===== config.mk =====
export PLATFORM = sky130hd
export DESIGN_NAME = dscmd_arbiter_flat
export DESIGN_NICKNAME = d
export VERILOG_FILES = /design/src/rtl/dscmd_arbiter_if.sv /design/src/rtl/dscmd_arbiter.sv /design/src/flat_wrapper.sv
export SDC_FILE = /design/constraint.sdc
export NUM_CORES = 1
export LEC_CHECK = 0
export BUFFER_PORTS_ARGS = -buffer_cell sky130_fd_sc_hd__clkbuf_2
export CORE_UTILIZATION = 45
export CTS_CLUSTER_SIZE = 20
export DETAILED_ROUTE_END_ITERATION = 16
export MAX_ROUTING_LAYER = met4
export PLACE_DENSITY = 0.65
export SYNTH_ARGS = -nofsm -noshare
export SYNTH_HDL_FRONTEND = slang
export SYNTH_SLANG_ARGS = --single-unit

===== constraint.sdc =====
create_clock -name clk -period 4.1 [get_ports clk]
set_clock_uncertainty 0.15 [all_clocks]
set_input_delay 0.41 -clock clk [delete_from_list [all_inputs] [get_ports clk]]
set_output_delay 0.41 -clock clk [all_outputs]
set_load 0.01 [all_outputs]

===== src/rtl/dscmd_arbiter_if.sv =====
// ============================================================================
// Module      : dscmd_arbiter_if
// Description : Command-bus bundle between the unpacker, the local requester,
//               the dscmd_arbiter and the command-bus consumers.
// Revision    : 1.0 - initial release
// ============================================================================
`default_nettype none

interface dscmd_arbiter_if;
    logic [5:0]  ds_cmd_addr;
    logic [31:0] ds_cmd_data;
    logic        ds_cmd_cnt;
    logic        ds_cmd_resprqst;
    logic        ds_cmd_is_alt;
    logic [5:0]  lcl_cmd_addr;
    logic [31:0] lcl_cmd_data;
    logic        lcl_cmd_req;
    logic        lcl_cmd_ack;
    logic        cmd_busy;
    logic [5:0]  cmd_addr;
    logic [31:0] cmd_data;
    logic        cmd_rqst;
    logic        cmd_resprqst;
    logic        cmd_is_alt;
    logic        cmd_src;
    logic        ds_ovf;
    logic [7:0]  ds_ovf_cnt;
    logic        ovf_clr;

    modport slave (
        input  ds_cmd_addr, ds_cmd_data, ds_cmd_cnt, ds_cmd_resprqst, ds_cmd_is_alt,
        input  lcl_cmd_addr, lcl_cmd_data, lcl_cmd_req, cmd_busy, ovf_clr,
        output lcl_cmd_ack, cmd_addr, cmd_data, cmd_rqst, cmd_resprqst,
        output cmd_is_alt, cmd_src, ds_ovf, ds_ovf_cnt
    );

    modport master (
        output ds_cmd_addr, ds_cmd_data, ds_cmd_cnt, ds_cmd_resprqst, ds_cmd_is_alt,
        output lcl_cmd_addr, lcl_cmd_data, lcl_cmd_req, cmd_busy, ovf_clr,
        input  lcl_cmd_ack, cmd_addr, cmd_data, cmd_rqst, cmd_resprqst,
        input  cmd_is_alt, cmd_src, ds_ovf, ds_ovf_cnt
    );
endinterface

`default_nettype wire


===== src/rtl/dscmd_arbiter.sv =====
// ============================================================================
// Module      : dscmd_arbiter
// Description : Buffers toggle-strobed downstream commands and round-robins
//               them against a local requester onto one command bus.
// Revision    : 1.0 - initial release
// ============================================================================
`default_nettype none

module dscmd_arbiter #(
    parameter int DS_DEPTH = 4,
    parameter int GAP      = 2
) (
    input  logic            clk,
    input  logic            rst_n,
    dscmd_arbiter_if.slave  bus_io
);

    localparam int AW = $clog2(DS_DEPTH);
    localparam int EW = 40;
    localparam logic [3:0] GAP_INIT = (GAP > 0) ? 4'(GAP - 1) : 4'd0;

    typedef enum logic [1:0] {
        S_IDLE  = 2'd0,
        S_ISSUE = 2'd1,
        S_GAP   = 2'd2
    } state_t;

    state_t         state_q;
    logic [3:0]     gap_q;
    logic           cnt_q;
    logic [AW:0]    wr_ptr_q, rd_ptr_q;
    logic [EW-1:0]  mem_q [DS_DEPTH];
    logic           last_lcl_q;

    logic           rqst_q, ack_q, src_q, resp_q, alt_q;
    logic [5:0]     addr_q;
    logic [31:0]    data_q;
    logic           ovf_q;
    logic [7:0]     ovf_cnt_q;

    logic           w_push, w_pop, w_empty, w_full, w_wr_en, w_drop;
    logic           w_ds_pend, w_grant_lcl;
    logic [EW-1:0]  w_head;

    assign w_push  = (bus_io.ds_cmd_cnt != cnt_q);
    assign w_pop   = (state_q == S_ISSUE) && !src_q;
    assign w_empty = (wr_ptr_q == rd_ptr_q);
    assign w_full  = (wr_ptr_q[AW] != rd_ptr_q[AW]) &&
                     (wr_ptr_q[AW-1:0] == rd_ptr_q[AW-1:0]);
    // A pop in the same cycle frees the head slot, so a full FIFO still accepts.
    assign w_wr_en = w_push && (!w_full || w_pop);
    assign w_drop  = w_push && w_full && !w_pop;
    assign w_head  = mem_q[rd_ptr_q[AW-1:0]];

    assign w_ds_pend   = !w_empty;
    assign w_grant_lcl = bus_io.lcl_cmd_req && (!w_ds_pend || !last_lcl_q);

    always_ff @(posedge clk) begin
        if (w_wr_en) begin
            mem_q[wr_ptr_q[AW-1:0]] <= {bus_io.ds_cmd_addr, bus_io.ds_cmd_data,
                                        bus_io.ds_cmd_resprqst, bus_io.ds_cmd_is_alt};
        end
    end

    always_ff @(posedge clk or negedge rst_n) begin
        if (!rst_n) begin
            cnt_q    <= 1'b0;
            wr_ptr_q <= '0;
            rd_ptr_q <= '0;
        end else begin
            cnt_q <= bus_io.ds_cmd_cnt;
            if (w_wr_en) wr_ptr_q <= wr_ptr_q + 1'b1;
            if (w_pop)   rd_ptr_q <= rd_ptr_q + 1'b1;
        end
    end

    always_ff @(posedge clk or negedge rst_n) begin
        if (!rst_n) begin
            ovf_q     <= 1'b0;
            ovf_cnt_q <= 8'd0;
        end else if (bus_io.ovf_clr) begin
            ovf_q     <= 1'b0;
            ovf_cnt_q <= 8'd0;
        end else if (w_drop) begin
            ovf_q <= 1'b1;
            if (ovf_cnt_q != 8'hFF) ovf_cnt_q <= ovf_cnt_q + 8'd1;
        end
    end

    // Outputs are loaded on the IDLE->ISSUE transition so they are live in ISSUE.
    always_ff @(posedge clk or negedge rst_n) begin
        if (!rst_n) begin
            state_q    <= S_IDLE;
            gap_q      <= 4'd0;
            last_lcl_q <= 1'b1;
            rqst_q     <= 1'b0;
            ack_q      <= 1'b0;
            src_q      <= 1'b0;
            resp_q     <= 1'b0;
            alt_q      <= 1'b0;
            addr_q     <= 6'd0;
            data_q     <= 32'd0;
        end else begin
            rqst_q <= 1'b0;
            ack_q  <= 1'b0;
            case (state_q)
                S_IDLE: begin
                    if (!bus_io.cmd_busy && (w_ds_pend || bus_io.lcl_cmd_req)) begin
                        state_q    <= S_ISSUE;
                        rqst_q     <= 1'b1;
                        ack_q      <= w_grant_lcl;
                        src_q      <= w_grant_lcl;
                        last_lcl_q <= w_grant_lcl;
                        if (w_grant_lcl) begin
                            addr_q <= bus_io.lcl_cmd_addr;
                            data_q <= bus_io.lcl_cmd_data;
                            resp_q <= 1'b0;
                            alt_q  <= 1'b0;
                        end else begin
                            {addr_q, data_q, resp_q, alt_q} <= w_head;
                        end
                    end
                end
                S_ISSUE: begin
                    gap_q   <= GAP_INIT;
                    state_q <= (GAP == 0) ? S_IDLE : S_GAP;
                end
                S_GAP: begin
                    if (gap_q == 4'd0) state_q <= S_IDLE;
                    else               gap_q   <= gap_q - 4'd1;
                end
                default: state_q <= S_IDLE;
            endcase
        end
    end

    assign bus_io.cmd_rqst     = rqst_q;
    assign bus_io.lcl_cmd_ack  = ack_q;
    assign bus_io.cmd_src      = src_q;
    assign bus_io.cmd_resprqst = resp_q;
    assign bus_io.cmd_is_alt   = alt_q;
    assign bus_io.cmd_addr     = addr_q;
    assign bus_io.cmd_data     = data_q;
    assign bus_io.ds_ovf       = ovf_q;
    assign bus_io.ds_ovf_cnt   = ovf_cnt_q;

endmodule

`default_nettype wire


===== src/flat_wrapper.sv =====
// flat-port wrapper written by rule: the top's interface ports become plain ports
module dscmd_arbiter_flat 
#(
    parameter int DS_DEPTH = 4,
    parameter int GAP      = 2
)
  (clk, rst_n, bus_io_ds_cmd_addr, bus_io_ds_cmd_data, bus_io_ds_cmd_cnt, bus_io_ds_cmd_resprqst, bus_io_ds_cmd_is_alt, bus_io_lcl_cmd_addr, bus_io_lcl_cmd_data, bus_io_lcl_cmd_req, bus_io_cmd_busy, bus_io_ovf_clr, bus_io_lcl_cmd_ack, bus_io_cmd_addr, bus_io_cmd_data, bus_io_cmd_rqst, bus_io_cmd_resprqst, bus_io_cmd_is_alt, bus_io_cmd_src, bus_io_ds_ovf, bus_io_ds_ovf_cnt);
  dscmd_arbiter_if bus_io_i ();
  input  logic clk;
  input  logic rst_n;
  input wire logic [$bits(bus_io_i.ds_cmd_addr)-1:0] bus_io_ds_cmd_addr;
  input wire logic [$bits(bus_io_i.ds_cmd_data)-1:0] bus_io_ds_cmd_data;
  input wire logic [$bits(bus_io_i.ds_cmd_cnt)-1:0] bus_io_ds_cmd_cnt;
  input wire logic [$bits(bus_io_i.ds_cmd_resprqst)-1:0] bus_io_ds_cmd_resprqst;
  input wire logic [$bits(bus_io_i.ds_cmd_is_alt)-1:0] bus_io_ds_cmd_is_alt;
  input wire logic [$bits(bus_io_i.lcl_cmd_addr)-1:0] bus_io_lcl_cmd_addr;
  input wire logic [$bits(bus_io_i.lcl_cmd_data)-1:0] bus_io_lcl_cmd_data;
  input wire logic [$bits(bus_io_i.lcl_cmd_req)-1:0] bus_io_lcl_cmd_req;
  input wire logic [$bits(bus_io_i.cmd_busy)-1:0] bus_io_cmd_busy;
  input wire logic [$bits(bus_io_i.ovf_clr)-1:0] bus_io_ovf_clr;
  output wire logic [$bits(bus_io_i.lcl_cmd_ack)-1:0] bus_io_lcl_cmd_ack;
  output wire logic [$bits(bus_io_i.cmd_addr)-1:0] bus_io_cmd_addr;
  output wire logic [$bits(bus_io_i.cmd_data)-1:0] bus_io_cmd_data;
  output wire logic [$bits(bus_io_i.cmd_rqst)-1:0] bus_io_cmd_rqst;
  output wire logic [$bits(bus_io_i.cmd_resprqst)-1:0] bus_io_cmd_resprqst;
  output wire logic [$bits(bus_io_i.cmd_is_alt)-1:0] bus_io_cmd_is_alt;
  output wire logic [$bits(bus_io_i.cmd_src)-1:0] bus_io_cmd_src;
  output wire logic [$bits(bus_io_i.ds_ovf)-1:0] bus_io_ds_ovf;
  output wire logic [$bits(bus_io_i.ds_ovf_cnt)-1:0] bus_io_ds_ovf_cnt;
  assign bus_io_i.ds_cmd_addr = bus_io_ds_cmd_addr;
  assign bus_io_i.ds_cmd_data = bus_io_ds_cmd_data;
  assign bus_io_i.ds_cmd_cnt = bus_io_ds_cmd_cnt;
  assign bus_io_i.ds_cmd_resprqst = bus_io_ds_cmd_resprqst;
  assign bus_io_i.ds_cmd_is_alt = bus_io_ds_cmd_is_alt;
  assign bus_io_i.lcl_cmd_addr = bus_io_lcl_cmd_addr;
  assign bus_io_i.lcl_cmd_data = bus_io_lcl_cmd_data;
  assign bus_io_i.lcl_cmd_req = bus_io_lcl_cmd_req;
  assign bus_io_i.cmd_busy = bus_io_cmd_busy;
  assign bus_io_i.ovf_clr = bus_io_ovf_clr;
  assign bus_io_lcl_cmd_ack = bus_io_i.lcl_cmd_ack;
  assign bus_io_cmd_addr = bus_io_i.cmd_addr;
  assign bus_io_cmd_data = bus_io_i.cmd_data;
  assign bus_io_cmd_rqst = bus_io_i.cmd_rqst;
  assign bus_io_cmd_resprqst = bus_io_i.cmd_resprqst;
  assign bus_io_cmd_is_alt = bus_io_i.cmd_is_alt;
  assign bus_io_cmd_src = bus_io_i.cmd_src;
  assign bus_io_ds_ovf = bus_io_i.ds_ovf;
  assign bus_io_ds_ovf_cnt = bus_io_i.ds_ovf_cnt;
  dscmd_arbiter #(.DS_DEPTH(DS_DEPTH), .GAP(GAP)) u_core (.clk(clk), .rst_n(rst_n), .bus_io(bus_io_i));
endmodule

* After elaboration in Yosys (flattened, before gate mapping) *
Memory sizes are Yosys's and may differ from the RTL's.
Index checks and enable logic that the tools add are counted.

cells by class
  add/subtract/negate cells = 4
  equality and inequality tests = 10
  mux-type cells = 20
  reductions and logical operators = 25

operators with widths
  cell                                                                number
  32-bit 2-to-1 mux                                                   1
  8-bit 2-to-1 mux                                                    3
  1-bit 2-to-1 mux                                                    10
  8-bit by 1-bit adder with 8-bit output, second input constant       1
  8-bit != test, second input constant                                1
  4-bit case mux with 2 select lines                                  1
  2-bit AND reduction                                                 4
  1-bit logical AND                                                   7
  3-bit by 1-bit adder with 3-bit output, second input constant       2
  1-bit zero test                                                     6
  6-bit 2-to-1 mux                                                    1
  2-bit case mux with 3 select lines                                  1
  2-bit nonzero test                                                  3
  4-bit zero test                                                     1
  2-bit 2-to-1 mux                                                    2
  4-bit 2-to-1 mux                                                    1
  2-bit by 1-bit != test with 1-bit output, second input constant     2
  4-bit by 1-bit subtractor with 4-bit output, second input constant  1
  3-bit == test                                                       1
  1-bit logical OR                                                    3
  2-bit by 1-bit == test with 1-bit output, second input constant     1
  2-bit == test                                                       1
  2-bit == test, second input constant                                1
  2-bit zero test                                                     1
  2 further kinds                                                     3

word-level totals
  register bits = 66
  bits in writable memories = 160
  bits of input ports = 84
  output and inout bits = 52
  logic and storage cells = 75
  memories kept = 1

memory list
  memory        words  bits a word  read ports  clocked after Yosys merged registers in  write ports  RTL line             source
  u_core.mem_q  4      40           1           0                                        1            dscmd_arbiter.sv:32  logic [EW-1:0] mem_q [DS_DEPTH];

* Depth between registers and ports, before layout *
Gate-level depths: netlist (run 1).

  depth in word-level cells = 7
  mapped depth = 7

* Worst setup path after synthesis (run 1) *
No wires, ideal clock.

  path kind = flip-flop to flip-flop
  start = reg u_core.state_q[0]
  end = mem u_core.mem_q[3][0], enable pin
  data arrival time = 2.281 ns
  required time = 3.547 ns
  path slack = 1.267 ns
  cell stages (with the launch flop) = 6
  cell sequence = dfrtp_1 buf_4 or3b_1 buf_2 a41oi_2 and2_1

on the way
  longest elaborated chain between the ends = 6

ends and longest elaborated chain
  what                                      RTL line              source
  from (decl)                               dscmd_arbiter.sv:28   state_t state_q;
  from (signal assigned)                    dscmd_arbiter.sv:126  state_q <= (GAP == 0) ? S_IDLE : S_GAP;
  2-bit by 1-bit == test with 1-bit output  dscmd_arbiter.sv:46   assign w_pop = (state_q == S_ISSUE) && !src_q;
  1-bit logical AND                         dscmd_arbiter.sv:46
  1-bit logical OR                          dscmd_arbiter.sv:51   assign w_wr_en = w_push && (!w_full || w_pop);
  1-bit logical AND                         dscmd_arbiter.sv:51
  1-bit 2-to-1 mux                          dscmd_arbiter.sv:59   if (w_wr_en) begin
  1-bit 2-to-1 mux (not written as such)    dscmd_arbiter.sv:60   mem_q[wr_ptr_q[AW-1:0]] <= {bus_io.ds_cmd_addr, bus_io.ds_cmd_data,
  to (decl)                                 dscmd_arbiter.sv:32

No other way between the ends.

* Final worst setup path (run 1) *
  start = reg u_core.state_q[1]
  end = mem u_core.mem_q[2][25], enable pin

Same word-level chain as after synthesis.

==> run metrics, run 1 <==
internal power contribution=5.80 mW; top cell type by total area after synthesis=edfxtp_1; Synth Instances=482; Critical Path Source=u_core.state_q[1]; CTS resizes=0; CP startpoint kind=flip-flop; wire length per cell=19.2 microns; share of layout cells above drive strength 1=39.6%; synthesis warning total=0; WHS=0.0658 ns; WL final=18.5 mm; Worst Path Buf+Inv=1; Worst Path Arrival=3.00 ns; CTS clk-pin slew, worst paths=0.06 ns; transition time of the tightest slew-check pin=0.940 ns; switching share of power=30.3%; initial drt markers=284; P&R area growth vs syn=23.1%; post-synth top area share=50.8%; Sequential Power Share=41.5%; first-pass GRT wire length=29.2 mm; RSZ-0062 raised after global routing=false; Mapped Area=0.00946 sq mm; worst skew pair latency=0.53 ns; Syn Nets=573; Remaining Overflow, GRT=0; Slew Limit Fails=0; vias=5061; # DRC=0; flop-to-flop setup slack=1.16 ns; most common cell in the netlist=edfxtp_1; path category of the worst min-delay check=in -> reg; sequential area share after synthesis=68.2%; vias per cell=5.26; ys async rst share=29.2%; clock tree root buffer cell=clkbuf_16; switching power of the nets=2.51 mW; DP HPWL=11.6 mm; crit-path max FO=28; synth top area cells=edfxtp_1, dfrtp_1, mux4_1; core region area=0.0204 sq mm; endpoints failing setup=0; syn_area_per_cell=19.6 sq um; area of the multi-input gates=0.00284 sq mm; Gate power share=34.0%; initial antenna violation count=0; router iterations before antenna repair=4; die area=0.0216 sq mm; Peak VDD IR=0.424 mV; # rows=52; Yosys reg bits=226; Placer Congestion=0.782; CTS tree=yes; Max-slew headroom=37.4%; kind of critical path=reg -> reg; Max Fclk=0.340 GHz; vias in the first global route=5289; Die Span X=147 microns; Leak Pwr=4.58 nW; CP required=4.17 ns; crit path capture=u_core.mem_q[2][25]; storage element area=0.00646 sq mm; TritonCTS buffer count=24; crit path time final=2.94 ns; worst-path cell chain=or3b_1 > a41oi_2 > and2_2 > buf_4; Power Density=714 mW/mm^2; part of the cycle the worst path needs=71.6%; Distinct cells, synth=50; Tot GR Track Use=18.3%; Worst path depth=4; status=complete, no violations; maxcap violations=0; clock share of power=24.5%; most frequent cells after synthesis=edfxtp_1, dfrtp_1, mux4_1; final hold vios=0; largest net degree at the start of global routing=67; Worst Reg-to-Reg Cells=4; Crit path max-delay family=simple AND/OR/NAND/NOR gates; I/O Buffers=135; reg2reg start=u_core.state_q[1]; Synth Flop Type=edfxtp_1; CP endpoint kind=flip-flop; Die Ht=147 microns; fillers=1623; Critical Path Slowest Stage Cell=and2_2; Final nets=765; CTS max path bufs=3; I/O pin count=136; CTS sink count=226; antenna cells=0; H-tree levels=1; CP peak stage delay=0.73 ns; Post-synth EDFFs=160; FF-to-FF End=u_core.mem_q[2][25]; antenna-violating nets left=0; Initial Util=46.3%; Total Neg Setup Slack=0 ns
-- power groups by stage --
stage                     clock (mW)  combinational (mW)  sequential (mW)
after floorplan                    0                1.98             3.51
after global placement             0                2.76             3.46
after detailed placement           0                2.83             3.49
after CTS                       2.08                2.88             3.46
after global routing            2.19                3.07             3.52
final                           2.03                2.82             3.45
-- layout by cell type, fill, tap and decap left out, drive strengths merged, types with 3 or more instances in the layout --
| cell | instances |
|---|---|
| buf | 14 |
| nand2 | 13 |
| o21ai | 9 |
| nor2 | 3 |
| nand3 | 7 |
| mux4 | 40 |
| dlygate4sd3 | 43 |
| nor3 | 4 |
| xnor2 | 7 |
| o31ai | 4 |
| clkbuf | 169 |
| dfrtp | 65 |
| a21oi | 9 |
| edfxtp | 160 |
| a22o | 3 |
| mux2 | 77 |
| xor2 | 3 |
| inv | 11 |
| clkinv | 7 |
| or4 | 4 |
| and2 | 4 |
| ha | 7 |
-- what timing repair did --
item	4_1_cts	5_1_grt
setup endpoints to repair	0	0
hold buffers	43	0
setup buffers	0	0
hold endpoints to repair	227	0
-- worst register-to-register path, stage by stage (launching register included) --
cell and delay, ns:
dfrtp_1 0.50, or3b_1 0.54, a41oi_2 0.40, and2_2 0.73, buf_4 0.32
-- sequential cells by signal, summed over array words and instances (netlist names) --
name / count
u_core.state_q: 2
u_core.rd_ptr_q: 3
u_core.bus_io.cmd_addr: 6
u_core.bus_io.ds_ovf: 1
u_core.cnt_q: 1
u_core.bus_io.cmd_resprqst: 1
u_core.bus_io.cmd_data: 32
u_core.gap_q: 4
u_core.last_lcl_q: 1
u_core.bus_io.lcl_cmd_ack: 1
u_core.mem_q: 160
u_core.bus_io.ds_ovf_cnt: 8
u_core.bus_io.cmd_rqst: 1
u_core.bus_io.cmd_is_alt: 1
u_core.wr_ptr_q: 3
u_core.bus_io.cmd_src: 1
-- per-layer routing --
| layer | vias up | wire, microns | global-route usage (%) |
|---|---|---|---|
| li1 | 2321 | - | - |
| met3 | 33 | 943 | 2.80 |
| met2 | 163 | 8770 | 28.6 |
| met1 | 2544 | 8310 | 24.9 |
| met4 | 0 | 473 | 5.46 |
| met5 | - | 0 | - |
-- through the flow --
step	power (mW)	instances	area (sq um)	util (%)	setup slack [ns]
after floorplan	5.49	482	9460	-	1.27
after global placement	6.22	875	10500	51.2	1.24
after detailed placement	6.32	875	10500	51.2	1.17
after CTS	8.42	962	11600	57.0	1.15
after global routing	8.77	962	11600	57.0	0.995
final	8.31	962	11600	57.0	1.16
-- worst min path at each step --
stage / startpoint / endpoint / slack, ns / cells past startpoint
CTS: bus_io_ovf_clr / u_core.bus_io.ds_ovf_cnt[2] / 0.04 / 2
global placement: u_core.bus_io.ds_ovf / u_core.bus_io.ds_ovf / 0.33 / 2
floorplan: rst_n / u_core.bus_io.cmd_addr[0] / -0.04 / 0
global route: bus_io_ovf_clr / u_core.bus_io.ds_ovf_cnt[5] / 0.06 / 2
detailed placement: u_core.bus_io.ds_ovf / u_core.bus_io.ds_ovf / 0.34 / 2
finish: bus_io_ovf_clr / u_core.bus_io.ds_ovf_cnt[1] / 0.07 / 2
-- cell type report --
class                   instances  area share [%]
flip-flops and latches        226            55.5
multi-input cells             221            24.4
repair buffers                191            10.4
clock buffers                  35            5.86
well taps                     270            2.90
clock inverters                 9           0.666
inverters                      10           0.322
-- kinds of logic after synthesis --
logic type,Yosys count,synth area share [%]
muxes,119,22.0
xor gates and xnor gates,10,1.40
buffers and inverters,35,1.88
adders and majority gates,7,0.926
AOI/OAI and AO/OA,35,2.57
DFF,226,68.2
and+or+nand+nor,50,3.03
Power figures use the tool's default switching activity.
==> run 2: changes to the inputs <==
--- a/config.mk
+++ b/config.mk
@@ -5,12 +5,13 @@
 export SDC_FILE = /design/constraint.sdc
 export NUM_CORES = 1
 export LEC_CHECK = 0
+export ABC_AREA = 1
 export BUFFER_PORTS_ARGS = -buffer_cell sky130_fd_sc_hd__clkbuf_2
 export CORE_UTILIZATION = 45
 export CTS_CLUSTER_SIZE = 20
 export DETAILED_ROUTE_END_ITERATION = 16
 export MAX_ROUTING_LAYER = met4
-export PLACE_DENSITY = 0.65
+export PLACE_DENSITY = 0.68
 export SYNTH_ARGS = -nofsm -noshare
 export SYNTH_HDL_FRONTEND = slang
 export SYNTH_SLANG_ARGS = --single-unit
==> constraint.sdc (replaced) <==
create_clock -name clk -period 2.4 [get_ports clk]
set_clock_uncertainty 0.15 [all_clocks]
set_input_delay 0.24 -clock clk [delete_from_list [all_inputs] [get_ports clk]]
set_output_delay 0.24 -clock clk [all_outputs]
set_load 0.01 [all_outputs]
==> run 2 against run 1 <==
Compared with the run above:
- synthesized cell count is 93% higher
- register-to-register slack got worse by 0.81 ns
- worst hold slack gained 0.081 ns
- via count grew 40%
- final cell count up 49%
- maximum frequency increased by 44%
- clock power is 69% higher
- routed wire length up 20%
- critical path type unchanged
==> run metrics, run 2 <==
synth top area cells=edfxtp_1, dfrtp_1, nand2_1; vias in the first global route=6944 (+31%); P&R area growth vs syn=26.8%; endpoints failing setup=0 (unchanged); syn_area_per_cell=10.3 sq um (-48%); worst slack at placement=0.369 ns (-0.802 ns); Power Density=1160 mW/mm^2 (+63%); kind of critical path=reg -> reg; worst skew pair latency=0.51 ns (-0.02 ns); Post-synth EDFFs=160 (unchanged); Slew Limit Fails=0 (unchanged); first-pass GRT wire length=35.8 mm (+23%); CTS resizes=0 (unchanged); Worst Path Arrival=2.12 ns (-0.88 ns); Max-slew headroom=41.0% (+3.7 points); Crit path max-delay family=compound AO/OA/AOI/OAI gates; post-synthesis mux area share=0% (-22 points); post-synth top area share=50.4% (-0.39 points); initial antenna violation count=0 (unchanged); Most common cell on crit path=nand2_1; RSZ-0062 raised after global routing=false; largest family of logic cells by synthesized area=simple AND/OR/NAND/NOR gates; sequential area share after synthesis=67.7% (-0.53 points); status=complete, no violations; Distinct cells, synth=32 (-36%); fin cells=1432 (+49%); CTS max path bufs=3 (unchanged); Die Span X=148 microns (+0.38%); Synth Area in XOR/XNOR=0.735% (-0.67 points); Worst Path Buf+Inv=2 (+1); vias=7069 (+40%); antenna-violating nets left=0 (unchanged); postcts setup bufs=0 (unchanged); Leak Pwr=5.44 nW (+19%); DP HPWL=13.2 mm (+14%); Max Fclk=0.489 GHz (+44%); Tot GR Track Use=21.5% (+3.2 points); Syn Nets=1020 (+78%); CTS sink count=226 (unchanged); wire length per cell=15.5 microns (-20%); router iterations before antenna repair=5 (+1); met3 routed WL=1.20 mm (+27%); core region area=0.0205 sq mm (+0.32%); Mapped Area=0.00954 sq mm (+0.78%); top cell type by total area after synthesis=edfxtp_1; # rows=52 (unchanged); Die Ht=148 microns (+0.38%); commonest non-fill, non-tap cell in the layout=nand2_1; most common cell in the netlist=nand2_1; metal2 WL=10.7 mm (+22%); initial drt markers=423 (+49%); I/O Buffers=135 (unchanged); CTS tree=yes; Placer Congestion=0.837 (+7.0%); Yosys reg bits=226 (unchanged); most frequent cells after synthesis=nand2_1, nand3_1, edfxtp_1; ys async rst share=29.2% (unchanged); worst-path cell chain=inv_1 > nand2_1 > nand2_1 > nand2_1 > o21ai_2 > nor2_4 > buf_4; final instance area=0.0121 sq mm (+3.9%); Largest register FFs=160 (unchanged); I/O pin count=136 (unchanged); Post-DP Area=0.0106 sq mm (+1.1%); most frequent cells in the layout=nand2_1, nand3_1, edfxtp_1, clkbuf_2, dlygate4sd3_1; synthesis warning total=0 (unchanged); Critical Path Slowest Stage Cell=o21ai_2; antenna cells=0 (unchanged); vias per cell=4.94 (-6.2%); Synth Area in Simple Gates=24.5% (+21 points); top routing layer used=met4; Compound-Gate Fraction of Synth Area=1.21% (-1.4 points); Inst Count DP=1309 (+50%); path category of the worst min-delay check=in -> reg; die area=0.0218 sq mm (+0.77%); Initial Util=46.5% (+0.21 points); clock tree root buffer cell=clkbuf_16; TritonCTS buffer count=23 (-4.2%); CP startpoint kind=flip-flop; CP required=2.47 ns (-1.70 ns); Remaining Overflow, GRT=0 (unchanged); WL final=22.1 mm (+20%); final hold vios=0 (unchanged); CP endpoint kind=flip-flop; setup slack after layout=0.354 ns (-0.809 ns); Post-Synth Adder-Cell Area=0.919% (-0.0072 points); M1 WL=9.87 mm (+19%); Peak VDD IR=0.678 mV (+60%); CP peak stage delay=0.47 ns (-0.26 ns); maxcap violations=0 (unchanged); Final Power=14.1 mW (+69%); crit path time final=2.05 ns (-0.891 ns); # DRC=0 (unchanged); Synth Flop Type=edfxtp_1; crit-path max FO=23 (-18%); CTS clk-pin slew, worst paths=0.06 ns (about the same); largest net degree at the start of global routing=82 (+22%); Final nets=1237 (+62%); Synth Instances=929 (+93%); fillers=1708 (+5.2%); H-tree levels=1 (unchanged); part of the cycle the worst path needs=85.2% (+14 points); share of layout cells above drive strength 1=17.8% (-22 points); transition time of the tightest slew-check pin=0.885 ns (-0.0548 ns)
-- run 2: cell types whose count changed after synthesis, moves of 20 or more --
cell	previous run	this run
clkbuf_1	5	28
inv_1	10	60
mux2_2	38	0
mux2_4	37	0
mux4_1	40	0
nand2_1	13	355
nand3_1	7	170
nor2_1	3	23
-- run 2: final cells by class --
type                    instances  area, sq um  share of cell area, %
flip-flops and latches        226         6460                   53.4
clock buffers                  29          598                   4.94
multi-input cells             592         2640                   21.9
repair buffers                239         1700                   14.1
clock inverters                12          111                  0.921
well taps                     270          338                   2.79
inverters                      64          243                   2.01
-- run 2: per-stage QoR --
stage | util [%] | hold slack, ns | setup TNS (ns)
final | 59.0 | 0.147 | 0
after global placement | 51.6 | 0.227 | 0
after floorplan | - | -0.206 | -17.96
after CTS | 59.0 | 0.119 | 0
after detailed placement | 51.6 | 0.239 | 0
after global routing | 59.0 | 0.187 | 0
-- run 2: logic make-up (layout without fill, tap and decap cells) --
logic type,count (synthesis),after routing
DFF,226,226
xor gates and xnor gates,8,8
buffers and inverters,111,344
adders and majority gates,7,7
AOI/OAI and AO/OA,20,20
and+or+nand+nor,557,557
-- run 2: metal layers --
metal  track usage, %  vias up
met4             4.95        0
met2             35.4      205
met5                -        -
met1             28.7     3336
li1                 -     3504
met3             2.65       24
-- run 2: repair_timing --
action	4_1_cts	5_1_grt
endpoints found under the setup margin	0	0
hold endpoints to repair	267	0
hold buffers	82	0
-- run 2: worst reg2reg max path, delay by kind of cell, from the launching register on --
family,cells,cell delay (ns)
flip-flops,1,0.42
AO/OA/AOI/OAI,1,0.47
AND/OR/NAND/NOR,4,0.31
buffers and inverters,2,0.41
-- run 2: final timing paths --
check | start | to | slack, ns | cells past startpoint
min in group asynchronous | rst_n | u_core.bus_io.cmd_data[24] | 0.22 | 2
hold reg to reg | u_core.bus_io.cmd_data[1] | u_core.bus_io.cmd_data[1] | 0.33 | 2
setup reg to reg | u_core.wr_ptr_q[0] | u_core.mem_q[2][18] | 0.35 | 7
max in group asynchronous | rst_n | u_core.bus_io.cmd_data[15] | 1.20 | 3
setup / recovery | u_core.wr_ptr_q[0] | u_core.mem_q[2][18] | 0.35 | 7
hold / removal | bus_io_lcl_cmd_req | u_core.state_q[0] | 0.15 | 3
-- run 2: power by group --
| group | switching, mW | total [mW] | internal [mW] |
|---|---|---|---|
| registers | 0.435 | 5.76 | 5.32 |
| clock network | 1.45 | 3.43 | 1.98 |
| logic | 3.23 | 4.88 | 1.65 |
